File: config.mk
export PLATFORM = sky130hd
export DESIGN_NAME = spi_burst_ram_slave
export DESIGN_NICKNAME = d
export VERILOG_FILES = /design/src/rtl/spi_burst_ram_slave.sv
export SDC_FILE = /design/constraint.sdc
export NUM_CORES = 2
export LEC_CHECK = 0
export ABC_AREA = 0
export BUFFER_PORTS_ARGS = -buffer_cell sky130_fd_sc_hd__buf_4
export CAP_MARGIN = 10
export CORE_ASPECT_RATIO = 0.6
export CORE_MARGIN = 2
export CORE_UTILIZATION = 63
export CTS_CLUSTER_SIZE = 16
export DETAILED_ROUTE_END_ITERATION = 12
export PLACE_DENSITY = 0.8
export SLEW_MARGIN = 0
export SYNTH_ARGS = -nofsm -noshare
export SYNTH_HDL_FRONTEND = slang
export SYNTH_SLANG_ARGS = --single-unit
File: constraint.sdc
create_clock -name clk -period 5.4 [get_ports clk]
set_input_delay 0.81 -clock clk [delete_from_list [all_inputs] [get_ports clk]]
set_output_delay 0.81 -clock clk [all_outputs]
set_load 0.005 [all_outputs]
File: src/rtl/spi_burst_ram_slave.sv
`default_nettype none
// +--------------------------------------------------------------------------+
// | spi_burst_ram_slave: SPI slave with private single-port RAM and bursts.   |
// | Rev 1.0                                                                   |
// +--------------------------------------------------------------------------+
module spi_burst_ram_slave #(
    parameter int ADDR_WIDTH = 8,
    parameter int DATA_WIDTH = 8,
    parameter bit BURST_EN   = 1'b1
) (
    input  logic clk,
    input  logic rst_n,
    input  logic MOSI,
    input  logic SS_n,
    output logic MISO,
    output logic busy,
    output logic frame_abort
);

    localparam int DEPTH   = 2 ** ADDR_WIDTH;
    localparam int C_MAX_W = (ADDR_WIDTH > DATA_WIDTH) ? ADDR_WIDTH : DATA_WIDTH;
    localparam int C_CNT_W = $clog2(C_MAX_W) + 1;

    typedef enum logic [2:0] {
        S_IDLE  = 3'd0,
        S_CMD   = 3'd1,
        S_ADDR  = 3'd2,
        S_WDATA = 3'd3,
        S_RLOAD = 3'd4,
        S_RDATA = 3'd5
    } state_t;

    state_t                  r_state, w_state;
    logic [C_CNT_W-1:0]      r_cnt, w_cnt;
    logic [ADDR_WIDTH-1:0]   r_addr, w_addr;
    logic [DATA_WIDTH-1:0]   r_shift, w_shift;
    logic                    r_rd, w_rd;
    logic                    r_inc, w_inc;
    logic                    r_abort, w_abort;

    logic [DATA_WIDTH-1:0]   r_mem [DEPTH];
    logic                    w_mem_we;
    logic [DATA_WIDTH-1:0]   w_mem_wdata;
    logic [DATA_WIDTH-1:0]   w_rd_word;
    logic [ADDR_WIDTH-1:0]   w_addr_step;
    logic                    w_last_addr;
    logic                    w_last_data;

    assign w_rd_word   = r_mem[r_addr];
    assign w_addr_step = (BURST_EN && r_inc) ? r_addr + ADDR_WIDTH'(1) : r_addr;
    assign w_last_addr = (r_cnt == C_CNT_W'(ADDR_WIDTH - 1));
    assign w_last_data = (r_cnt == C_CNT_W'(DATA_WIDTH - 1));

    always_ff @(posedge clk) begin
        if (!rst_n) begin
            r_state <= S_IDLE;
            r_cnt   <= '0;
            r_addr  <= '0;
            r_shift <= '0;
            r_rd    <= 1'b0;
            r_inc   <= 1'b0;
            r_abort <= 1'b0;
        end else begin
            r_state <= w_state;
            r_cnt   <= w_cnt;
            r_addr  <= w_addr;
            r_shift <= w_shift;
            r_rd    <= w_rd;
            r_inc   <= w_inc;
            r_abort <= w_abort;
        end
    end

    // Memory is deliberately outside the reset domain so contents survive rst_n.
    always_ff @(posedge clk) begin
        if (rst_n && w_mem_we) begin
            r_mem[r_addr] <= w_mem_wdata;
        end
    end

    always_comb begin
        w_state     = r_state;
        w_cnt       = r_cnt;
        w_addr      = r_addr;
        w_shift     = r_shift;
        w_rd        = r_rd;
        w_inc       = r_inc;
        w_abort     = 1'b0;
        w_mem_we    = 1'b0;
        w_mem_wdata = {r_shift[DATA_WIDTH-2:0], MOSI};

        // Deselect wins over any bit capture; only word-aligned data ends are clean.
        if (r_state != S_IDLE && SS_n) begin
            w_state = S_IDLE;
            w_cnt   = '0;
            case (r_state)
                S_WDATA, S_RDATA: w_abort = (r_cnt != '0);
                default:          w_abort = 1'b1;
            endcase
        end else begin
            case (r_state)
                S_IDLE: begin
                    if (!SS_n) begin
                        w_state = S_CMD;
                        w_cnt   = '0;
                    end
                end
                S_CMD: begin
                    if (r_cnt == '0) begin
                        w_rd  = MOSI;
                        w_cnt = r_cnt + C_CNT_W'(1);
                    end else begin
                        w_inc   = MOSI;
                        w_cnt   = '0;
                        w_state = S_ADDR;
                    end
                end
                S_ADDR: begin
                    w_addr = {r_addr[ADDR_WIDTH-2:0], MOSI};
                    if (w_last_addr) begin
                        w_cnt   = '0;
                        w_state = r_rd ? S_RLOAD : S_WDATA;
                    end else begin
                        w_cnt = r_cnt + C_CNT_W'(1);
                    end
                end
                S_WDATA: begin
                    w_shift = {r_shift[DATA_WIDTH-2:0], MOSI};
                    if (w_last_data) begin
                        w_mem_we = 1'b1;
                        w_addr   = w_addr_step;
                        w_cnt    = '0;
                    end else begin
                        w_cnt = r_cnt + C_CNT_W'(1);
                    end
                end
                S_RLOAD: begin
                    w_shift = w_rd_word;
                    w_addr  = w_addr_step;
                    w_cnt   = '0;
                    w_state = S_RDATA;
                end
                S_RDATA: begin
                    // Reload on the last bit so successive words stream gap-free.
                    if (w_last_data) begin
                        w_shift = w_rd_word;
                        w_addr  = w_addr_step;
                        w_cnt   = '0;
                    end else begin
                        w_shift = {r_shift[DATA_WIDTH-2:0], 1'b0};
                        w_cnt   = r_cnt + C_CNT_W'(1);
                    end
                end
                default: begin
                    w_state = S_IDLE;
                    w_cnt   = '0;
                end
            endcase
        end
    end

    assign MISO        = (r_state == S_RDATA) ? r_shift[DATA_WIDTH-1] : 1'b0;
    assign busy        = (r_state != S_IDLE);
    assign frame_abort = r_abort;

endmodule
`default_nettype wire
==> results.json <==
{
  "place_area_mm2": 0.0835,
  "cts_max_level": 4,
  "grt_pass1_vias": 40800,
  "p_per_area_mw_per_mm2": 342,
  "required_ns": 6.06,
  "fin_skew_ns": 0.0346,
  "cts_tree": "yes",
  "yosysWarnings": 0,
  "final_area_mm2": 0.0891,
  "status": "completed",
  "cts_post_setup_buffers_inserted": 0,
  "place_inst": 5474,
  "synth_xor_xnor_area_share_pct": 0,
  "cts-root-buf": "clkbuf_16",
  "synth-adder-area-share_pct": 0.0926,
  "path_cells": "buf_4 -> mux4_2 -> mux2i_1 -> mux2i_1 -> o22ai_1 -> nor3_1 -> a311oi_1 -> o41ai_1",
  "final.min_clock_period_ns": 4.42,
  "grt_use_total_pct": 32.7,
  "synth_seq_area_share_pct": 76.7,
  "mostFrequentLayoutCells": "2,048 x edfxtp_1, 507 x mux4_2, 293 x nor2_1, 185 x clkbuf_16, 156 x buf_4",
  "drtIter0Drc": 7843,
  "drtAntennaViolNets": 0,
  "syn_inst": 3822,
  "cp_num_buf_inv": 1,
  "hold_viol_final": 0,
  "worstPathArrival_ns": 5.07,
  "max_cap_viol_count": 0,
  "syn_to_final_growth_pct": 9.90,
  "synth_ff_type": "edfxtp_1",
  "clk_latency_ns": 0.82,
  "num_rows": 101,
  "yosysUniqueCellTypes": 65,
  "slowest_stage": "dfxtp_4",
  "layout.cells.non_filler": 5797,
  "tightest_slew_ns": 1.34,
  "grt_max_degree": 202,
  "syn_area_mm2": 0.0811,
  "io_pins": 7,
  "crit_type": "reg2reg",
  "cts_resized": 0,
  "cts.sinks": 2082,
  "finalCritPeriodShare_pct": 81.8,
  "crit_fanout": 39,
  "setup_tns_ns": 0,
  "synth_compound_area_share_pct": 2.89,
  "path_clk_slew_ns": 0.07,
  "max_stage_delay_ns": 1.09,
  "synth-simple-area-share_pct": 2.87,
  "grt_antenna_before_repair": 8,
  "final_layout_size_suffix_gt1_share_pct": 24.0,
  "dr.pass1.iters": 10,
  "path_delay_family": "compound AO/OA/AOI/OAI gates",
  "die_h_um": 282,
  "core_area_mm2": 0.127,
  "port_buffers": 6,
  "synthArstFlopShare_pct": 0,
  "max-vdd-ir-drop_mv": 0.339,
  "grt_pass1_wl_um": 301000,
  "max_freq_ghz": 0.226,
  "synth_nets": 3832,
  "synth_top_family_by_area": "multiplexers",
  "drc_errors": 0,
  "final-setup-viol-count": 0,
  "ctsHoldBuffers": 0,
  "die_area_mm2": 0.132,
  "hpwl_um": 124000,
  "die_x_um": 467,
  "fin_util_pct": 70.1,
  "muxShareOfSynthArea_pct": 15.7,
  "ctsLongestPathBuffers": 3,
  "wl_per_cell_um": 36.3,
  "initial_core_util_pct": 63.8,
  "relSlewSlack_pct": 10.5,
  "vias": 42200,
  "crit_path_frequent_cell": "mux2i_1",
  "final_common_cell": "edfxtp_1",
  "power_leakage_nw": 29.0,
  "hold_path.class": "in2reg",
  "cts-buffers-inserted": 174,
  "grt_setup_unrepaired": "false",
  "synth_edf_count": 2048,
  "start_kind": "flop",
  "grt_overflow": 0,
  "drt-vias-per-instance": 7.28,
  "synth_area_per_cell_um2": 21.2,
  "wl_um": 210000,
  "endpoint_kind": "flop",
  "gp_congestion": 0.941,
  "ys_seq_elements": 2082,
  "slew_viol_final": 0,
  "final_net_count": 3961
}
## Yosys cell counts (27+ instances only)
cell type / number / area (µm²)
edfxtp_1: 2048 / 61500
mux4_2: 507 / 11400
nor2_1: 294 / 1100
mux2i_1: 113 / 1130
clkbuf_1: 87 / 327
nand2_1: 87 / 327
a22oi_1: 66 / 495
a21oi_1: 60 / 300
buf_2: 57 / 285
nor2b_1: 40 / 250
o21ai_0: 36 / 180
a221oi_1: 34 / 298
dfxtp_1: 34 / 681
buf_4: 33 / 248
buf_6: 27 / 304
## metal layers
metal	track usage, %	part of all wire (%)	vias to the layer above
met3	13.6	17	451
met5	0	0.025	-
met2	44.0	42	3804
met4	9.81	3.0	6
li1	-	-	16200
met1	49.3	37	21800
## through the flow
| step | hold slack, ns | worst slack, ns | power (W) |
|---|---|---|---|
| floorplan | 0.454 | 1.09 | 0.0180 |
| global route | 0.357 | 0.885 | 0.0311 |
| CTS | 0.310 | 1.12 | 0.0305 |
| finish | 0.343 | 0.982 | 0.0305 |
| global placement | 0.488 | 0.872 | 0.0181 |
| detailed placement | 0.495 | 1.03 | 0.0181 |
## report_power, final
part / internal (W) / switching, W / leakage (nW) / total [W]
clock network: 0.00692 / 0.00577 / 2.76 / 0.0127
registers: 0.0175 / 0.0000204 / 21.2 / 0.0175
logic: 0.0000892 / 0.000174 / 5.00 / 0.000263
## path summary, 6_finish.rpt
kind	startpoint	endpoint	slack (ns)	cells past startpoint
worst min register to register	r_cnt[2]$_SDFFE_PP0N_	r_cnt[2]$_SDFFE_PP0N_	0.51	2
worst max-delay path	flop	r_shift[0]$_SDFFE_PN0P_	0.98	8
worst max register to register	flop	r_shift[0]$_SDFFE_PN0P_	0.98	8
worst min-delay path	SS_n	r_cnt[0]$_SDFFE_PP0N_	0.34	3
## sequential cells by signal, summed over array words and instances (netlist names), named ones only
| name | cells |
|---|---|
| r_addr | 8 |
| r_mem | 2048 |
| r_cnt | 4 |
| r_rd | 1 |
| r_shift | 8 |
| r_state | 3 |
| r_inc | 1 |
| frame_abort | 1 |
## area by class of cell
| type | instances | area [µm²] |
|---|---|---|
| clock buffer | 224 | 4810 |
| antenna | 4 | 10.0 |
| sequential | 2082 | 62200 |
| multi-input combinational | 1504 | 17500 |
| timing repair buffer | 178 | 1590 |
| fill | 7314 | 38000 |
| inverter | 11 | 41.3 |
| tap | 1699 | 2130 |
| clock inverter | 95 | 811 |
## tightest hold or removal path, stage by stage
cell and delay (ns):
buf_4 0.15, a21oi_1 0.08, nor2_1 0.07
## kinds of logic after synthesis
| family | after synthesis |
|---|---|
| AND/OR/NAND/NOR | 528 |
| buffers and inverters | 236 |
| multiplexers | 637 |
| AO/OA/AOI/OAI | 333 |
| adder cells (fa/ha/maj) | 6 |
| flip-flops | 2082 |
(Power assumes the default switching activity.)
